--- config.mk ---
export PLATFORM = sky130hd
export DESIGN_NAME = dyn_adder_n
export DESIGN_NICKNAME = d
export VERILOG_FILES = /design/src/rtl/dyn_adder_pkg.sv /design/src/rtl/dyn_adder_n_prop_run_detect.sv /design/src/rtl/dyn_adder_n.sv
export SDC_FILE = /design/constraint.sdc
export NUM_CORES = 1
export LEC_CHECK = 0
export BUFFER_PORTS_ARGS = -buffer_cell sky130_fd_sc_hd__buf_2
export CORE_AREA = 2 2 82 84
export CTS_CLUSTER_DIAMETER = 80
export CTS_CLUSTER_SIZE = 25
export DETAILED_ROUTE_END_ITERATION = 10
export DIE_AREA = 0 0 84 86
export PLACE_DENSITY = 0.93
export REMOVE_ABC_BUFFERS = 1
export SKIP_CTS_REPAIR_TIMING = 1
export SYNTH_ARGS = -nofsm -noshare
export SYNTH_HDL_FRONTEND = slang
export SYNTH_HIERARCHICAL = 1
export SYNTH_SLANG_ARGS = --single-unit
--- constraint.sdc ---
create_clock -name clk -period 2.48 [get_ports clk]
set_input_delay 0.496 -clock clk [delete_from_list [all_inputs] [get_ports clk]]
set_output_delay 0.496 -clock clk [all_outputs]
set_load 0.01 [all_outputs]
--- src/rtl/dyn_adder_pkg.sv ---
// Shared types and helpers for the variable-latency adder.
package dyn_adder_pkg;

    typedef enum logic [1:0] {
        IDLE = 2'd0,
        BUSY = 2'd1,
        DONE = 2'd2
    } state_t;

    localparam int STATS_W = 16;

    function automatic int lat_sel(input logic slow, input int fast_lat, input int slow_lat);
        return slow ? slow_lat : fast_lat;
    endfunction

endpackage

--- src/rtl/dyn_adder_n_prop_run_detect.sv ---
// Flags any window of RUN_LEN consecutive propagate bits (p = a ^ b).
module prop_run_detect #(
    parameter int WIDTH   = 32,
    parameter int RUN_LEN = 4
) (
    input  logic [WIDTH-1:0] i_p,
    output logic             o_slow
);

    logic [WIDTH-RUN_LEN:0] w_win;

    for (genvar gi = 0; gi <= WIDTH - RUN_LEN; gi++) begin : g_win
        assign w_win[gi] = &i_p[gi +: RUN_LEN];
    end

    assign o_slow = |w_win;

endmodule

--- src/rtl/dyn_adder_n.sv ---
// Variable-latency adder with valid/ready on both sides; optional slow-op
// statistics counter enabled by DYN_ADDER_STATS_EN.
//
// state | meaning
// IDLE  | no result held, ready for operands
// BUSY  | result registered, latency counter draining
// DONE  | result presented on out_valid, waiting for out_ready
module dyn_adder_n
    import dyn_adder_pkg::*;
#(
    parameter int WIDTH    = 32,
    parameter int RUN_LEN  = 4,
    parameter int FAST_LAT = 1,
    parameter int SLOW_LAT = 3
) (
    input  logic               clk,
    input  logic               reset_n,
    input  logic               in_valid,
    output logic               in_ready,
    input  logic [WIDTH-1:0]   a,
    input  logic [WIDTH-1:0]   b,
    input  logic               cin,
    output logic               out_valid,
    input  logic               out_ready,
    output logic [WIDTH-1:0]   sum,
    output logic               cout,
    output logic               slow
`ifdef DYN_ADDER_STATS_EN
    ,
    output logic [STATS_W-1:0] slow_count
`endif
);

    localparam int CNT_W = $clog2(SLOW_LAT + 1);

    state_t             r_state;
    state_t             w_state_nxt;
    logic [CNT_W-1:0]   r_cnt;
    logic [CNT_W-1:0]   w_cnt_load;
    logic               w_slow;
    logic               w_accept;
    logic               w_lat_one;
    logic [WIDTH-1:0]   r_sum;
    logic               r_cout;
    logic               r_slow;

    prop_run_detect #(
        .WIDTH   (WIDTH),
        .RUN_LEN (RUN_LEN)
    ) u_run (
        .i_p    (a ^ b),
        .o_slow (w_slow)
    );

    assign w_cnt_load = CNT_W'(lat_sel(w_slow, FAST_LAT, SLOW_LAT) - 1);
    assign w_lat_one  = (w_cnt_load == '0);
    assign w_accept   = in_valid & in_ready;

    always_ff @(posedge clk or negedge reset_n) begin
        if (!reset_n) begin
            r_state <= IDLE;
        end else begin
            r_state <= w_state_nxt;
        end
    end

    // The counter holds edges still to wait; DONE is entered on the edge that drains it.
    always_comb begin
        w_state_nxt = r_state;
        case (r_state)
            IDLE: if (w_accept) w_state_nxt = w_lat_one ? DONE : BUSY;
            BUSY: if (r_cnt <= CNT_W'(1)) w_state_nxt = DONE;
            DONE: begin
                if (out_ready) begin
                    if (w_accept) w_state_nxt = w_lat_one ? DONE : BUSY;
                    else          w_state_nxt = IDLE;
                end
            end
            default: w_state_nxt = IDLE;
        endcase
    end

    always_comb begin
        out_valid = (r_state == DONE);
        in_ready  = (r_state == IDLE) | ((r_state == DONE) & out_ready);
    end

    always_ff @(posedge clk or negedge reset_n) begin
        if (!reset_n) begin
            r_cnt <= '0;
        end else if (w_accept) begin
            r_cnt <= w_cnt_load;
        end else if ((r_state == BUSY) && (r_cnt != '0)) begin
            r_cnt <= r_cnt - 1'b1;
        end
    end

    always_ff @(posedge clk or negedge reset_n) begin
        if (!reset_n) begin
            r_sum  <= '0;
            r_cout <= 1'b0;
            r_slow <= 1'b0;
        end else if (w_accept) begin
            {r_cout, r_sum} <= {1'b0, a} + {1'b0, b} + {{WIDTH{1'b0}}, cin};
            r_slow          <= w_slow;
        end
    end

    assign sum  = r_sum;
    assign cout = r_cout;
    assign slow = r_slow;

`ifdef DYN_ADDER_STATS_EN
    logic [STATS_W-1:0] r_slow_count;

    always_ff @(posedge clk or negedge reset_n) begin
        if (!reset_n) begin
            r_slow_count <= '0;
        end else if (w_accept && w_slow && (r_slow_count != '1)) begin
            r_slow_count <= r_slow_count + 1'b1;
        end
    end

    assign slow_count = r_slow_count;
`endif

endmodule

==> results.ini, run 1 <==
[grt]
grt_max_degree = 39
grt_overflow = 0
track_usage_pct = 30.41
antenna_found_initial = 0
grt_pass1_vias = 4075
grt_pass1_wl_um = 18070

[sta]
finalClockSkew_ns = 0.003254
finalSetupViolations = 12
finalMaxSlewViolations = 0
slew_headroom_pct = 39.31
worstMarginPinSlew_ns = 0.9104
fmaxAchievable_mhz = 356.1
timing.final.ws_setup_ns = -0.3285
rsz0062_at_grt = yes
fin_crit_ns = 2.809
period_share_pct = 113.2
final_hold_viol_count = 0

[floorplan]
die_area_um2 = 7224
rows = 29
io_pins = 105
fp.dieH_um = 86
design.core.area_um2 = 6277
die_w_um = 84
initial_core_util_pct = 55.97

[power_and_ir_drop]
switchingPower_uw = 1542
peakVddDrop_mv = 0.6221
comb_power_share_pct = 51.6
p_clk_share_pct = 18.2
p_int_uw = 2109
leakagePower_uw = 0.002346
pwr-share-seq_pct = 30.2
power_density_nw_per_um2 = 764.3
swShare_pct = 42.24

[clock_tree]
clk_pin_slew_ns = 0.09
h-tree-depth = 2
cts_sinks = 38
cts_max_path_buffers = 2
cts_buffers = 5
cts_tree = built
cts-root-buf = clkbuf_8
clock_latency_ns = 0.30

[outcome]
violations = negative setup slack
status = complete, but fails checks

[worst_setup_path]
crit_arrival_ns = 3.00
r2r_slack_ns = 0.55
cp_cell_sequence = buf_6 > inv_2 > fa_2 > fa_2 > and2b_1 > o211ai_1 > a31oi_2 > a31oi_4 > a2111oi_4 > nor3_1 > o31ai_2
crit_type = in2reg
endpoint_kind = flop
crit_slowest_cell = a2111oi_4
cp_top_family = compound AO/OA/AOI/OAI gates
required_ns = 2.67
worst_path_most_repeated_cell = fa_2
start_kind = input port
max_stage_delay_ns = 0.41
path_max_fanout = 4
critical_path_buf_inv_count = 2

[final_layout]
diodes = 0
syn_to_final_growth_pct = 35.97
layout-drive-gt1-share_pct = 34.17
instances_no_fill = 677
final_util_pct = 76.10
nNetsFinal = 704
nFillCells = 408

[placed_design]
placed_cells = 662
gp_congestion = 0.9970
place_hpwl_um = 8305
place_ws_ns = -0.7266
port_buffers = 104

[yosys]
synth_edf_count = 0
synth.distinct_cells = 51
yosysSeqAreaShare_pct = 27.07
synth-seq-cells = 38
netlist_area_um2 = 3513
synth_ff_type = dfrtp_1
synthArstFlopShare_pct = 100.0
yosys_warnings = 6
syn_inst = 442
syn_area_per_cell_um2 = 7.949

[routing]
routed_wl_um = 12380
wire_per_inst_um = 18.28
ant_nets = 0
drc = 0
drt_iter0_drc = 774
vias = 4382
routed_via_density = 6.473
first_pass_iters = 6

[hold_path]
hp-class = in2async

[run]
drv_cap = 0

[worst register-to-register path, stage by stage (launching register included)]
cell and delay [ns]:
dfrtp_1 0.39, nor2b_1 0.15, nor2_1 0.20, and2_1 0.49, nand3_1 0.18, or3_1 0.37, nand3_1 0.09
[power by group through the flow]
stage / Combinational [µW] / Clock, µW / Sequential (µW)
finish: 1890 / 665 / 1100
global route: 2040 / 691 / 1130
CTS: 1750 / 661 / 1090
detailed placement: 1740 / 0 / 1100
global placement: 1660 / 0 / 1080
floorplan: 846 / 0 / 1210
[per-layer routing]
metal,vias up,wire length (µm),track usage [%]
met5,-,0,0
met4,0,694,13.20
met3,93,1217,5.005
met2,358,5832,54.40
met1,2000,4631,36.13
li1,1931,-,-
[synth_stat cells (3+ instances only)]
cell | number | area share, %
dfrtp_1 | 38 | 27
a21oi_1 | 37 | 5.3
nand2_1 | 67 | 7.2
xnor2_1 | 13 | 3.2
nor2b_1 | 5 | 0.89
nand2b_1 | 7 | 1.2
o21bai_1 | 6 | 1.3
a21o_1 | 9 | 1.9
mux2i_1 | 3 | 0.85
or3_1 | 3 | 0.53
nor2_1 | 19 | 2.0
nand3_1 | 11 | 1.6
inv_1 | 18 | 1.9
buf_4 | 4 | 0.85
o31ai_1 | 6 | 1.3
buf_2 | 6 | 0.85
a211oi_1 | 3 | 0.64
o211ai_1 | 7 | 1.5
o2111ai_1 | 7 | 1.7
o21ai_0 | 46 | 6.6
xor2_1 | 7 | 1.7
and3_1 | 5 | 0.89
nand4_1 | 16 | 2.8
nor3_1 | 8 | 1.1
o21a_1 | 7 | 1.5
clkbuf_1 | 12 | 1.3
a31oi_1 | 9 | 1.6
ha_1 | 34 | 12
[path summary, 6_finish.rpt]
kind / endpoint / from / cells after the start
setup / recovery: sum[24] / cin / 11
hold / removal: sum[14] / reset_n / 1
setup reg to reg: sum[28] / r_state[1] / 6
hold reg to reg: sum[6] / sum[6] / 2
max in group asynchronous: sum[24] / reset_n / 1
min in group clk: sum[6] / sum[6] / 2
[kinds of logic after synthesis]
family                     synth area share (%)
AOI/OAI and AO/OA                         28.85
muxes                                    0.8547
xor gates and xnor gates                  4.986
DFF                                       27.07
buffers and inverters                     5.235
and+or+nand+nor                           19.77
adders and majority gates                 13.25
[cell usage in the layout, fill, tap and decap left out, types with 7 or more instances in the layout]
master | synthesis | routed
a21o_1 | 9 | 9
o21a_1 | 7 | 7
nand2b_1 | 7 | 7
o2111ai_1 | 7 | 7
a31oi_1 | 9 | 9
inv_1 | 18 | 15
nand3_1 | 11 | 11
nand2_1 | 67 | 66
xnor2_1 | 13 | 13
o21ai_0 | 46 | 37
nor2_1 | 19 | 19
buf_2 | 6 | 101
nor3_1 | 8 | 8
a21oi_1 | 37 | 35
o211ai_1 | 7 | 7
buf_4 | 4 | 66
dfrtp_1 | 38 | 38
ha_1 | 34 | 34
nand4_1 | 16 | 16
xor2_1 | 7 | 7
[sequential cells by signal, indices dropped and copies added, names as in the netlist]
name,count
sum,32
r_cnt,2
r_state,2
cout,1
slow,1
[final cells by class]
| cell class | count | area (µm²) | area share (%) |
|---|---|---|---|
| inverters | 18 | 70.07 | 1.467 |
| multi-input cells | 363 | 2454 | 51.36 |
| well taps | 77 | 96.34 | 2.017 |
| clock buffers | 5 | 68.82 | 1.441 |
| repair buffers | 173 | 1069 | 22.37 |
| clock inverters | 3 | 68.82 | 1.441 |
| flip-flops and latches | 38 | 950.9 | 19.91 |
[per-stage QoR]
stage	total power, µW	setup TNS, ns	hold WS (ns)	instance area [µm²]
2_1_floorplan	2056	-2.882	0.2004	3397
3_3_place_gp	2736	-5.560	0.4574	4482
3_5_place_dp	2832	-7.948	0.4661	4482
4_1_cts	3500	-2.763	0.3536	4619
5_1_grt	3863	-2.845	0.3871	4777
6_report	3651	-1.661	0.3091	4777
(Power assumes the default switching activity.)
==> run 2, diff against run 1 <==
--- a/config.mk
+++ b/config.mk
@@ -6,12 +6,12 @@
 export NUM_CORES = 1
 export LEC_CHECK = 0
 export BUFFER_PORTS_ARGS = -buffer_cell sky130_fd_sc_hd__buf_2
-export CORE_AREA = 2 2 82 84
+export CORE_AREA = 2 2 122 124
 export CTS_CLUSTER_DIAMETER = 80
 export CTS_CLUSTER_SIZE = 25
 export DETAILED_ROUTE_END_ITERATION = 10
-export DIE_AREA = 0 0 84 86
-export PLACE_DENSITY = 0.93
+export DIE_AREA = 0 0 124 126
+export PLACE_DENSITY = 0.52
 export REMOVE_ABC_BUFFERS = 1
 export SKIP_CTS_REPAIR_TIMING = 1
 export SYNTH_ARGS = -nofsm -noshare
==> run 2 against run 1 <==
Compared with the run above:
- the run still ends with negative setup slack left
- non-clock buffer count is 14 higher
- global-route usage is 16 points lower
- clock-buffer cell count is 1 higher
==> results.ini, run 2 (synthesized netlist as in run 1, its figures left out) <==
[outcome]
status = complete, but fails checks
violations = negative setup slack

[sta]
timing.final.ws_setup_ns = -0.1506
final_hold_viol_count = 0
worstMarginPinSlew_ns = 0.6011
finalClockSkew_ns = 0.009927
period_share_pct = 106.1
fmaxAchievable_mhz = 380.1
rsz0062_at_grt = yes
finalSetupViolations = 9
slew_headroom_pct = 59.93
finalMaxSlewViolations = 0
fin_crit_ns = 2.631

[power_and_ir_drop]
p_total_uw = 3824
pwr-share-seq_pct = 28.4
comb_power_share_pct = 48.0
peakVddDrop_mv = 0.2490
leakagePower_uw = 0.002444
swShare_pct = 38.72
power_density_nw_per_um2 = 751.7
p_clk_share_pct = 23.6
p_int_uw = 2344
switchingPower_uw = 1481

[clock_tree]
h-tree-depth = 2
cts_sinks = 38
cts_buffers = 5
clock_latency_ns = 0.29
cts_max_path_buffers = 2
cts_tree = built
cts-root-buf = clkbuf_16
clk_pin_slew_ns = 0.07

[worst_setup_path]
start_kind = input port
crit_type = in2reg
worst_path_most_repeated_cell = fa_2
path_max_fanout = 5
r2r_end = sum[28]
max_stage_delay_ns = 0.41
crit_arrival_ns = 2.83
startpoint = cin
rr_startpoint = r_state[1]
crit_slowest_cell = a2111oi_4
ff2ff_path_depth = 6
r2r_slack_ns = 0.62
required_ns = 2.67
endpoint_kind = flop
cp_cell_sequence = buf_6 > inv_4 > fa_2 > fa_2 > and2b_1 > o211ai_1 > a31oi_2 > a31oi_4 > a2111oi_4 > nor3_1 > o31ai_1

[routing]
drc = 0
routed_via_density = 4.789
routed_wl_um = 11400
wire_per_inst_um = 14.29
drt_iter0_drc = 194
vias = 3822
ant_nets = 0
first_pass_iters = 4

[placed_design]
placed_area_um2 = 4751
place_hpwl_um = 9225
placed_cells = 787
gp_congestion = 0.8212
port_buffers = 104
place_ws_ns = -0.6668

[final_layout]
final_cell_area_um2 = 5087
syn_to_final_growth_pct = 44.80
mostFrequentLayoutCell = buf_2
nNetsFinal = 718
diodes = 0
final_util_pct = 35.54
largest_reg_flops = 32
instances_no_fill = 798
layout_common_cells = buf_2, buf_4, nand2_1, dfrtp_1, a21oi_1
layout-drive-gt1-share_pct = 35.83

[floorplan]
initial_core_util_pct = 24.55
die_area_um2 = 15620
die_w_um = 124
fp.dieH_um = 126
io_pins = 105
design.core.area_um2 = 14310
rows = 44

[grt]
grt_pass1_wl_um = 18380
grt_overflow = 0
grt_pass1_vias = 3814
track_usage_pct = 14.82
grt_max_degree = 39
antenna_found_initial = 0

[hold_path]
hp-class = in2async

[run]
drv_cap = 0

## run 2: changes by cell type in the layout (fill, tap and decap cells not counted), moves of 2 or more
| cell | previous run | this run |
|---|---|---|
| buf_4 | 66 | 81 |
| clkbuf_16 | 0 | 5 |
| clkbuf_8 | 5 | 1 |
| o21ai_0 | 37 | 34 |
| o21ai_1 | 6 | 11 |
| o21ai_2 | 3 | 1 |
| o31ai_1 | 4 | 6 |
| o31ai_2 | 2 | 0 |
## run 2: critical path: cells and delay by family
kind	cells	cell delay, ns
simple gates	2	0.32
fa+ha+maj	2	0.77
compound gates	5	1.15
buf+inv	2	0.10
## run 2: through the flow
step	TNS [ns]	hold WS, ns
after CTS	-2.730	0.2952
final	-0.9318	0.2644
after global placement	-6.987	0.4569
after floorplan	-2.882	0.2004
after detailed placement	-8.209	0.4669
after global routing	-2.235	0.3165
## run 2: how the worst max path moves through the flow
stage	to	slack, ns	cells after the start
2_1_floorplan	sum[24]	-0.50	10
4_1_cts	sum[24]	-0.38	11
3_5_place_dp	sum[24]	-0.67	11
5_1_grt	sum[24]	-0.31	11
6_report	sum[24]	-0.15	11
3_3_place_gp	sum[24]	-0.60	11
## run 2: per-layer routing
layer | vias up | global-route usage, % | wire, µm
li1 | 1958 | - | -
met1 | 1755 | 20.28 | 5511
met2 | 95 | 24.14 | 5061
met3 | 14 | 2.038 | 642
met4 | 0 | 4.428 | 184
met5 | - | 0 | 0
## run 2: power by group through the flow
stage / logic, µW / clock network (µW) / registers (µW)
floorplan: 846 / 0 / 1210
detailed placement: 1790 / 0 / 1100
finish: 1840 / 903 / 1090
global route: 2060 / 944 / 1130
CTS: 1800 / 913 / 1090
global placement: 1770 / 0 / 1100
## run 2: cell type report
cell class	instances	area (µm²)
Timing Repair Buffer	187	1170
Clock inverter	2	60.06
Inverter	18	72.57
Sequential cell	38	950.9
Clock buffer	6	138.9
Multi-Input combinational cell	363	2465
Tap cell	184	230.2
Fill cell	1522	9226
==> run 3, diff against run 2 <==
--- a/config.mk
+++ b/config.mk
@@ -11,7 +11,7 @@
 export CTS_CLUSTER_SIZE = 25
 export DETAILED_ROUTE_END_ITERATION = 10
 export DIE_AREA = 0 0 124 126
-export PLACE_DENSITY = 0.52
+export PLACE_DENSITY = 0.53
 export REMOVE_ABC_BUFFERS = 1
 export SKIP_CTS_REPAIR_TIMING = 1
 export SYNTH_ARGS = -nofsm -noshare
==> run 3 against run 2 <==
Compared with the run above:
- the flow still finishes with violations (negative setup slack)
- sequential share of layout area barely moved
- routed wire length up 1.2%
- critical path depth is 2 higher
- die area is the same
- largest power group unchanged
==> results.ini, run 3 (synthesized netlist as in run 1, its figures left out) <==
[worst_setup_path]
path_max_fanout = 4
start_kind = input port
required_ns = 2.67
crit_type = in2reg
ff2ff_path_depth = 6
endpoint_kind = flop
crit_arrival_ns = 2.89

[clock_tree]
h-tree-depth = 2
cts_buffers = 5
clock_latency_ns = 0.29
cts-root-buf = clkbuf_16
cts_sinks = 38
clk_pin_slew_ns = 0.06
cts_max_path_buffers = 2
cts_tree = built

[routing]
vias = 3852
ant_nets = 0
routed_via_density = 4.815
drc = 0
routed_wl_um = 11540
wire_per_inst_um = 14.43
drt_iter0_drc = 231
first_pass_iters = 4

[sta]
hold_slack_ns = 0.06839
finalSetupTns_ns = -1.361
fin_crit_ns = 2.693
final_hold_viol_count = 0
finalMaxSlewViolations = 0
worstMarginPinSlew_ns = 0.4892
rsz0062_at_grt = yes
slew_headroom_pct = 67.39
timing.final.ws_setup_ns = -0.2132
finalClockSkew_ns = 0.006315
fmaxAchievable_mhz = 371.3
finalSetupViolations = 11
period_share_pct = 108.6

[floorplan]
initial_core_util_pct = 24.55
design.core.area_um2 = 14310
rows = 44
io_pins = 105
die_area_um2 = 15620
die_w_um = 124
fp.dieH_um = 126

[placed_design]
place_hpwl_um = 9470
placed_cells = 785
place_ws_ns = -0.6760
port_buffers = 104
gp_congestion = 0.8388

[final_layout]
mostFrequentLayoutCell = buf_2
nFillCells = 1522
multi_input_area_um2 = 2485
register_area_um2 = 950.9
instances_no_fill = 800
layout_common_cells = buf_2, buf_4, nand2_1, dfrtp_1, a21oi_1
layout-drive-gt1-share_pct = 36.36
syn_to_final_growth_pct = 44.59
largest_reg_flops = 32
diodes = 0
nNetsFinal = 720

[power_and_ir_drop]
peakVddDrop_mv = 0.2959
power_density_nw_per_um2 = 713.3
leakagePower_uw = 0.002439
p_total_uw = 3624

[grt]
grt_max_degree = 31
grt_pass1_vias = 3706
grt_pass1_wl_um = 18400
grt_overflow = 0
track_usage_pct = 14.81
antenna_found_initial = 0

[outcome]
status = complete, but fails checks
violations = negative setup slack

[hold_path]
hp-class = in2async

[run]
drv_cap = 0

[run 3: layout make-up]
class,instances,share of cell area [%]
Multi-Input combinational cell,363,48.92
Tap cell,184,4.532
Clock inverter,1,0.09852
Sequential cell,38,18.72
Timing Repair Buffer,189,23.55
Clock buffer,7,2.808
Inverter,18,1.379
[run 3: worst max-delay path, cell delays in order]
cell and delay (ns):
buf_6 0.09, inv_2 0.05, fa_2 0.22, fa_2 0.20
and2b_1 0.19, o211ai_1 0.25, a31oi_2 0.18, buf_4 0.17
buf_6 0.12, a211oi_4 0.31, o22ai_2 0.18, o21a_1 0.21
o31ai_2 0.22
[run 3: path summary, 6_finish.rpt]
| check | from | endpoint | slack (ns) |
|---|---|---|---|
| setup / recovery | cin | sum[26] | -0.21 |
| hold / removal | reset_n | sum[17] | 0.07 |
| setup reg to reg | r_state[1] | sum[28] | 0.71 |
| hold reg to reg | slow | slow | 0.47 |
| max in group asynchronous | reset_n | cout | 1.89 |
| min in group clk | slow | slow | 0.47 |
[run 3: stage by stage]
stage | cell area, µm² | utilization (%)
6_report | 5080 | 35.49
5_1_grt | 5080 | 35.49
4_1_cts | 4883 | 34.12
3_5_place_dp | 4736 | 33.09
3_3_place_gp | 4736 | 33.09
2_1_floorplan | 3397 | -
[run 3: metal layers]
| metal | vias up | track usage, % | wire length (µm) |
|---|---|---|---|
| met2 | 82 | 24.21 | 5429 |
| met3 | 7 | 2.174 | 576 |
| met1 | 1795 | 20.48 | 5413 |
| met5 | - | 0 | 0 |
| met4 | 0 | 3.569 | 120 |
| li1 | 1968 | - | - |
[run 3: power by group]
part | switching (µW) | internal, µW | total [µW]
clock network | 270 | 400 | 670
logic | 1030 | 831 | 1860
registers | 169 | 920 | 1090
total | 1470 | 2150 | 3620
